===== src/rtl/watch_pkg.sv =====
// Shared constants for the multiplexed watch display.
// Latency: n/a (constants only).
// Backpressure: n/a (no flow control).
package watch_pkg;

    localparam int NUM_DIGITS = 6;

    // Segment encodings, {g,f,e,d,c,b,a}, active-low.
    localparam logic [6:0] SEG_BLANK = 7'b1111111;
    localparam logic [6:0] SEG_DASH  = 7'b0111111;
    localparam logic [6:0] SEG_0     = 7'b1000000;
    localparam logic [6:0] SEG_1     = 7'b1111001;
    localparam logic [6:0] SEG_2     = 7'b0100100;
    localparam logic [6:0] SEG_3     = 7'b0110000;
    localparam logic [6:0] SEG_4     = 7'b0011001;
    localparam logic [6:0] SEG_5     = 7'b0010010;
    localparam logic [6:0] SEG_6     = 7'b0000010;
    localparam logic [6:0] SEG_7     = 7'b1111000;
    localparam logic [6:0] SEG_8     = 7'b0000000;
    localparam logic [6:0] SEG_9     = 7'b0010000;

    // A 1 here lights the decimal point after that digit (sec0 and minute0).
    localparam logic [NUM_DIGITS-1:0] DP_DIGIT_MASK = 6'b010100;

    // Digit position of minute1, the only leading-zero-blankable digit.
    localparam int MIN1_DIGIT = 5;

endpackage


===== src/rtl/bcd_to_seg.sv =====
// BCD digit to active-low 7-segment pattern; non-BCD codes show a dash.
// Latency: combinational.
// Backpressure: none.
// Ports: bcd_i - 4-bit digit code; seg_o - segments {g,f,e,d,c,b,a}, active-low.
module bcd_to_seg
    import watch_pkg::*;
(
    input  logic [3:0] bcd_i,
    output logic [6:0] seg_o
);

    always_comb begin
        seg_o = SEG_DASH;
        case (bcd_i)
            4'd0:    seg_o = SEG_0;
            4'd1:    seg_o = SEG_1;
            4'd2:    seg_o = SEG_2;
            4'd3:    seg_o = SEG_3;
            4'd4:    seg_o = SEG_4;
            4'd5:    seg_o = SEG_5;
            4'd6:    seg_o = SEG_6;
            4'd7:    seg_o = SEG_7;
            4'd8:    seg_o = SEG_8;
            4'd9:    seg_o = SEG_9;
            default: seg_o = SEG_DASH;
        endcase
    end

endmodule


===== src/rtl/watch_disp.sv =====
// Six-digit multiplexed 7-segment scanner with ghost blanking, leading-zero blank and blink.
// Latency: outputs registered one clock after the scan state that produced them.
// Backpressure: none; free-running scan, frame_done pulses once per 6*DWELL clocks.
// Ports: clk_1Khz/rst (async active-low); dispbuf (six BCD digits), blank_lz, blink_en;
//        seg/dp/an active-low registered drives; frame_done end-of-scan pulse.
module watch_disp
    import watch_pkg::*;
#(
    parameter int DWELL      = 2,
    parameter int BLINK_HALF = 250
)(
    input  logic        clk_1Khz,
    input  logic        rst,
    input  logic [23:0] dispbuf,
    input  logic        blank_lz,
    input  logic        blink_en,
    output logic [6:0]  seg,
    output logic        dp,
    output logic [5:0]  an,
    output logic        frame_done
);

    localparam int IDX_W   = $clog2(NUM_DIGITS);
    localparam int SLOT_W  = $clog2(DWELL);
    localparam int BLINK_W = (BLINK_HALF > 1) ? $clog2(BLINK_HALF) : 1;

    localparam logic [IDX_W-1:0]   IDX_LAST   = IDX_W'(NUM_DIGITS - 1);
    localparam logic [SLOT_W-1:0]  SLOT_LAST  = SLOT_W'(DWELL - 1);
    localparam logic [BLINK_W-1:0] BLINK_LAST = BLINK_W'(BLINK_HALF - 1);

    logic [IDX_W-1:0]   idx_q, idx_d;
    logic [SLOT_W-1:0]  slot_q, slot_d;
    logic [23:0]        snap_q, snap_d;
    logic [BLINK_W-1:0] blink_q, blink_d;
    logic               phase_on_q, phase_on_d;
    logic [6:0]         seg_q, seg_d;
    logic               dp_q, dp_d;
    logic [5:0]         an_q, an_d;
    logic               fd_q, fd_d;

    logic [3:0]         digit;
    logic [6:0]         digit_seg;

    bcd_to_seg u_dec (
        .bcd_i (digit),
        .seg_o (digit_seg)
    );

    // Scan position, snapshot and blink phase.
    always_comb begin
        idx_d  = idx_q;
        slot_d = slot_q + 1'b1;
        if (slot_q == SLOT_LAST) begin
            slot_d = '0;
            idx_d  = (idx_q == IDX_LAST) ? '0 : idx_q + 1'b1;
        end

        // Loading only at the very start of a frame keeps each frame coherent.
        snap_d = (idx_q == '0 && slot_q == '0) ? dispbuf : snap_q;

        blink_d    = blink_q + 1'b1;
        phase_on_d = phase_on_q;
        if (!blink_en) begin
            blink_d    = '0;
            phase_on_d = 1'b1;
        end else if (blink_q == BLINK_LAST) begin
            blink_d    = '0;
            phase_on_d = ~phase_on_q;
        end
    end

    // Output decode from the current scan state; registered below.
    always_comb begin
        digit = snap_q[3:0];
        an_d  = 6'b111111;
        dp_d  = 1'b1;
        for (int k = 0; k < NUM_DIGITS; k++) begin
            if (idx_q == IDX_W'(k)) begin
                digit   = snap_q[4*k +: 4];
                an_d[k] = 1'b0;
                dp_d    = ~DP_DIGIT_MASK[k];
            end
        end
        seg_d = digit_seg;

        if (blank_lz && idx_q == IDX_W'(MIN1_DIGIT) && snap_q[23:20] == 4'd0) begin
            seg_d = SEG_BLANK;
            dp_d  = 1'b1;
        end

        // Slot cycle 0 turns everything off so the previous digit cannot ghost.
        if (slot_q == '0) begin
            an_d  = 6'b111111;
            seg_d = SEG_BLANK;
            dp_d  = 1'b1;
        end

        if (!phase_on_q) begin
            an_d = 6'b111111;
        end

        fd_d = (idx_q == IDX_LAST) && (slot_q == SLOT_LAST);
    end

    always_ff @(posedge clk_1Khz or negedge rst) begin
        if (!rst) begin
            idx_q      <= '0;
            slot_q     <= '0;
            snap_q     <= '0;
            blink_q    <= '0;
            phase_on_q <= 1'b1;
            seg_q      <= SEG_BLANK;
            dp_q       <= 1'b1;
            an_q       <= 6'b111111;
            fd_q       <= 1'b0;
        end else begin
            idx_q      <= idx_d;
            slot_q     <= slot_d;
            snap_q     <= snap_d;
            blink_q    <= blink_d;
            phase_on_q <= phase_on_d;
            seg_q      <= seg_d;
            dp_q       <= dp_d;
            an_q       <= an_d;
            fd_q       <= fd_d;
        end
    end

    assign seg        = seg_q;
    assign dp         = dp_q;
    assign an         = an_q;
    assign frame_done = fd_q;

endmodule


===== config.mk =====
export PLATFORM = sky130hd
export DESIGN_NAME = watch_disp
export DESIGN_NICKNAME = d
export VERILOG_FILES = /design/src/rtl/watch_pkg.sv /design/src/rtl/bcd_to_seg.sv /design/src/rtl/watch_disp.sv
export SDC_FILE = /design/constraint.sdc
export NUM_CORES = 1
export LEC_CHECK = 0
export BUFFER_PORTS_ARGS = -buffer_cell sky130_fd_sc_hd__buf_4
export CAP_MARGIN = 40
export CORE_MARGIN = 3
export CORE_UTILIZATION = 30
export CTS_CLUSTER_DIAMETER = 200
export DETAILED_ROUTE_END_ITERATION = 6
export PLACE_DENSITY = 0.52
export SETUP_SLACK_MARGIN = 0.02
export SYNTH_ARGS = -nofsm -noshare
export SYNTH_HDL_FRONTEND = slang
export SYNTH_SLANG_ARGS = --single-unit

===== constraint.sdc =====
create_clock -name clk_1Khz -period 3.05 [get_ports clk_1Khz]
set_input_delay 0.305 -clock clk_1Khz [delete_from_list [all_inputs] [get_ports clk_1Khz]]
set_output_delay 0.305 -clock clk_1Khz [all_outputs]
set_load 0.1 [all_outputs]

==> summary.md <==
| Metric | Value |
|---|---|
| Outcome | finished clean |
| Post-synth top area share | 0.378 |
| Syn Area/Cell | 11.6 µm² |
| Critical Path End Type | flip-flop |
| Ys async rst share | 1.00 |
| Layout Skew | about 9 ps |
| DIE AREA | ~9300 µm² |
| Worst slew pin tran | 635 ps |
| PostCTS Resize Cnt | 0 |
| Top post-synthesis cells by area | dfrtp_1, dfstp_2, mux2_2, nor2_1, nand2_1 |
| Final setup vio count | 0 |
| Crit Reg-Reg Startpoint | idx_q[1] |
| Max Cap Viol | 0 |
| # DRC | 0 |
| Worst setup path start | idx_q[1] |
| Cell area after placement | 2890 µm² |
| #FFs+latches synth | 52 |
| Gr usage total | 0.115 |
| Drt first pass iters | 4 |
| Clock sink count | 52 |
| Nets | 288 |
| IO Pins | 43 |
| Gr busiest metal | met1 |
| DRT iter0 DRCs | 94 |
| Synth unique cells | 42 |
| Design area | 2980 µm² |
| Root buffer cell | clkbuf_8 |
| Clock network power share | 0.329 |
| Sw Ratio | 0.225 |
| Cell taking the most area after synthesis | dfrtp_1 |
| Routability Congestion | 0.850 |
| Fillers | 785 |
| DRT antenna net count | 0 |
| Peak supply drop | 0.163 mV |
| Top cells by count, synth | dfrtp_1, mux2_2, nor2_1 |
| First-pass GRT wire length | 8220 µm |
| M2 GR Usage | 0.162 |
| Fraction of met1 tracks used by global routing | 0.175 |
| PwrDens | 410 nW/µm² |
| DR vias/cell | about 4.7 |
| Fin Setup TNS | 0 ps |
| R2r setup slk | 590 ps |
| Syn nets | approximately 240 |
| Met3 track demand over resource | 0.0258 |
| Combinational fraction of design power | 0.078 |
| I/O Buffers | 42 |
| Max Slew Vio Count | 0 |
| Number of antenna violations at the first check in global routing | 0 |
| Chip height | 96.3 µm |
| Switching power | between 200 and 300 µW |
| Gr ovfl total | 0 |
| Setup repair bufs after CTS | 0 |
| LEAKAGE | 1.25 nW |
| Synth warn | 0 |
| Final Hold Viols | 0 |
| Max FO, Critical Path | 9 |
| Fraction of layout cells with a size suffix above 1 | 0.416 |
| Reg power frac | 0.593 |
| Most frequent cell after synthesis | dfrtp_1 |
| WP data arrival | 2690 ps |
| Final period util | 0.805 |
| Post-DP HPWL | around 3500 µm |
| Ant. Diodes | 0 |
| Setup Crit Path Kind | flip-flop to flip-flop |
| DR WL/cell | 13.4 µm |
| Fmax | approximately 410 MHz |
| Clk_lat worst skew | 300 ps |
| Post-synth EDFFs | 0 |
| Row cnt | 32 |
| Vias in the first global route | about 1700 |
| HP Class | input port to async pin |
| Largest net degree at the start of global routing | 53 |
| Synth Flop Type | dfrtp_1 |
| Worst Hold Margin | 26.4 ps |
| RSZ-0062 raised after global routing | no |
| Width of the die | 96.3 µm |
| Hold-fix buffers at CTS | 0 |
| Internal Pwr Total | 947 µW |
| Worst slew margin | 0.577 |
| CTS tree | built |
| Num CTS Buffers | 5 |
| Core footprint | 7810 µm² |
| Area Growth Syn to Fin | 21.7% |
| Mapped Area | 2450 µm² |
| Critical Path RT | 3280 ps |
| WL final | 4810 µm |
| Max Root-Sink Buffers | 2 |
| Sequential cell area fraction in the yosys report | 0.539 |
| Initial Util | 0.314 |
| Critical Path Start Type | flip-flop |
| Post-layout min period | 2460 ps |
| H-tree depth | 2 |
| Via count | between 1500 and 2000 |
| Reg clk slew, reported paths | 90 ps |
| Syn Inst Count | 211 |
power groups by stage:
stage                     clock network, mW  registers [mW]  logic, mW
after floorplan                           0           0.733     0.0477
after global placement                    0           0.738     0.0958
after detailed placement                  0           0.738     0.0973
after CTS                             0.423           0.725     0.0977
after global routing                  0.462           0.728      0.107
final                                 0.402           0.724     0.0951
registers in the layout (all words and copies together) (netlist names):
signal and count:
snap_q 24, idx_q 3, frame_done 1, phase_on_q 1
blink_q 8, seg 7, dp 1, slot_q 1
an 6
layout make-up:
cell class / count / area, µm² / share of cell area
repair buffers: 48 / 360 / 0.121
inverters: 8 / 30.0 / 0.0101
well taps: 102 / 128 / 0.0428
clock inverters: 1 / 7.51 / 0.00252
multi-input cells: 141 / 1050 / 0.352
clock buffers: 7 / 86.3 / 0.0290
flip-flops and latches: 52 / 1320 / 0.443
layout by cell type (no fill, tap or decap), drive strengths merged, types with 2 or more instances in the layout:
master / n
buf: 48
dfrtp: 37
mux2: 27
nor2: 18
dfstp: 15
nand2: 14
a21oi: 10
inv: 8
clkbuf: 7
o221ai: 7
nand3: 6
o21ai: 6
nand2b: 5
nand3b: 4
xor2: 4
xnor2: 4
ha: 4
a22oi: 4
or2: 3
nor3: 3
nor4: 3
o211ai: 2
and2: 2
a22o: 2
and3: 2
final timing paths:
path,end,cells past startpoint
max in group asynchronous,snap_q[7],1
min in group clk_1Khz,phase_on_q,2
min,snap_q[15],1
max reg2reg,seg[3],8
min reg2reg,blink_q[0],1
max,seg[3],8
metal layers:
layer	up-vias	part of all wire
met5	-	0
met2	47	0.43
met1	810	0.50
li1	837	-
met4	0	0.013
met3	7	0.050
worst max-delay path, stage by stage (launching register included):
cell and delay [ps]:
dfrtp_1 380, and2_1 150, ha_1 190, or4b_4 520, o221ai_2 190, a22oi_2 170, ha_1 350, a21oi_1 60
or3b_1 360
logic make-up (layout without fill, tap and decap cells):
kind of cell / count (synthesis) / in the layout / synth area share
multiplexers: 28 / 28 / 0.128
adder cells (fa/ha/maj): 4 / 4 / 0.0204
buffers and inverters: 18 / 64 / 0.0327
AO/OA/AOI/OAI: 36 / 36 / 0.110
flip-flops: 52 / 52 / 0.539
AND/OR/NAND/NOR: 65 / 65 / 0.141
XOR/XNOR: 8 / 8 / 0.0286
stage by stage:
| stage | worst slack, ps | cells | power (mW) | util |
|---|---|---|---|---|
| finish | 594 | 359 | 1.22 | 0.382 |
| global route | 429 | 359 | 1.30 | 0.382 |
| CTS | 586 | 359 | 1.25 | 0.382 |
| detailed placement | 615 | 351 | 0.835 | 0.370 |
| global placement | 641 | 351 | 0.834 | 0.370 |
| floorplan | 206 | 211 | 0.780 | - |
(Power assumes the default switching activity.)
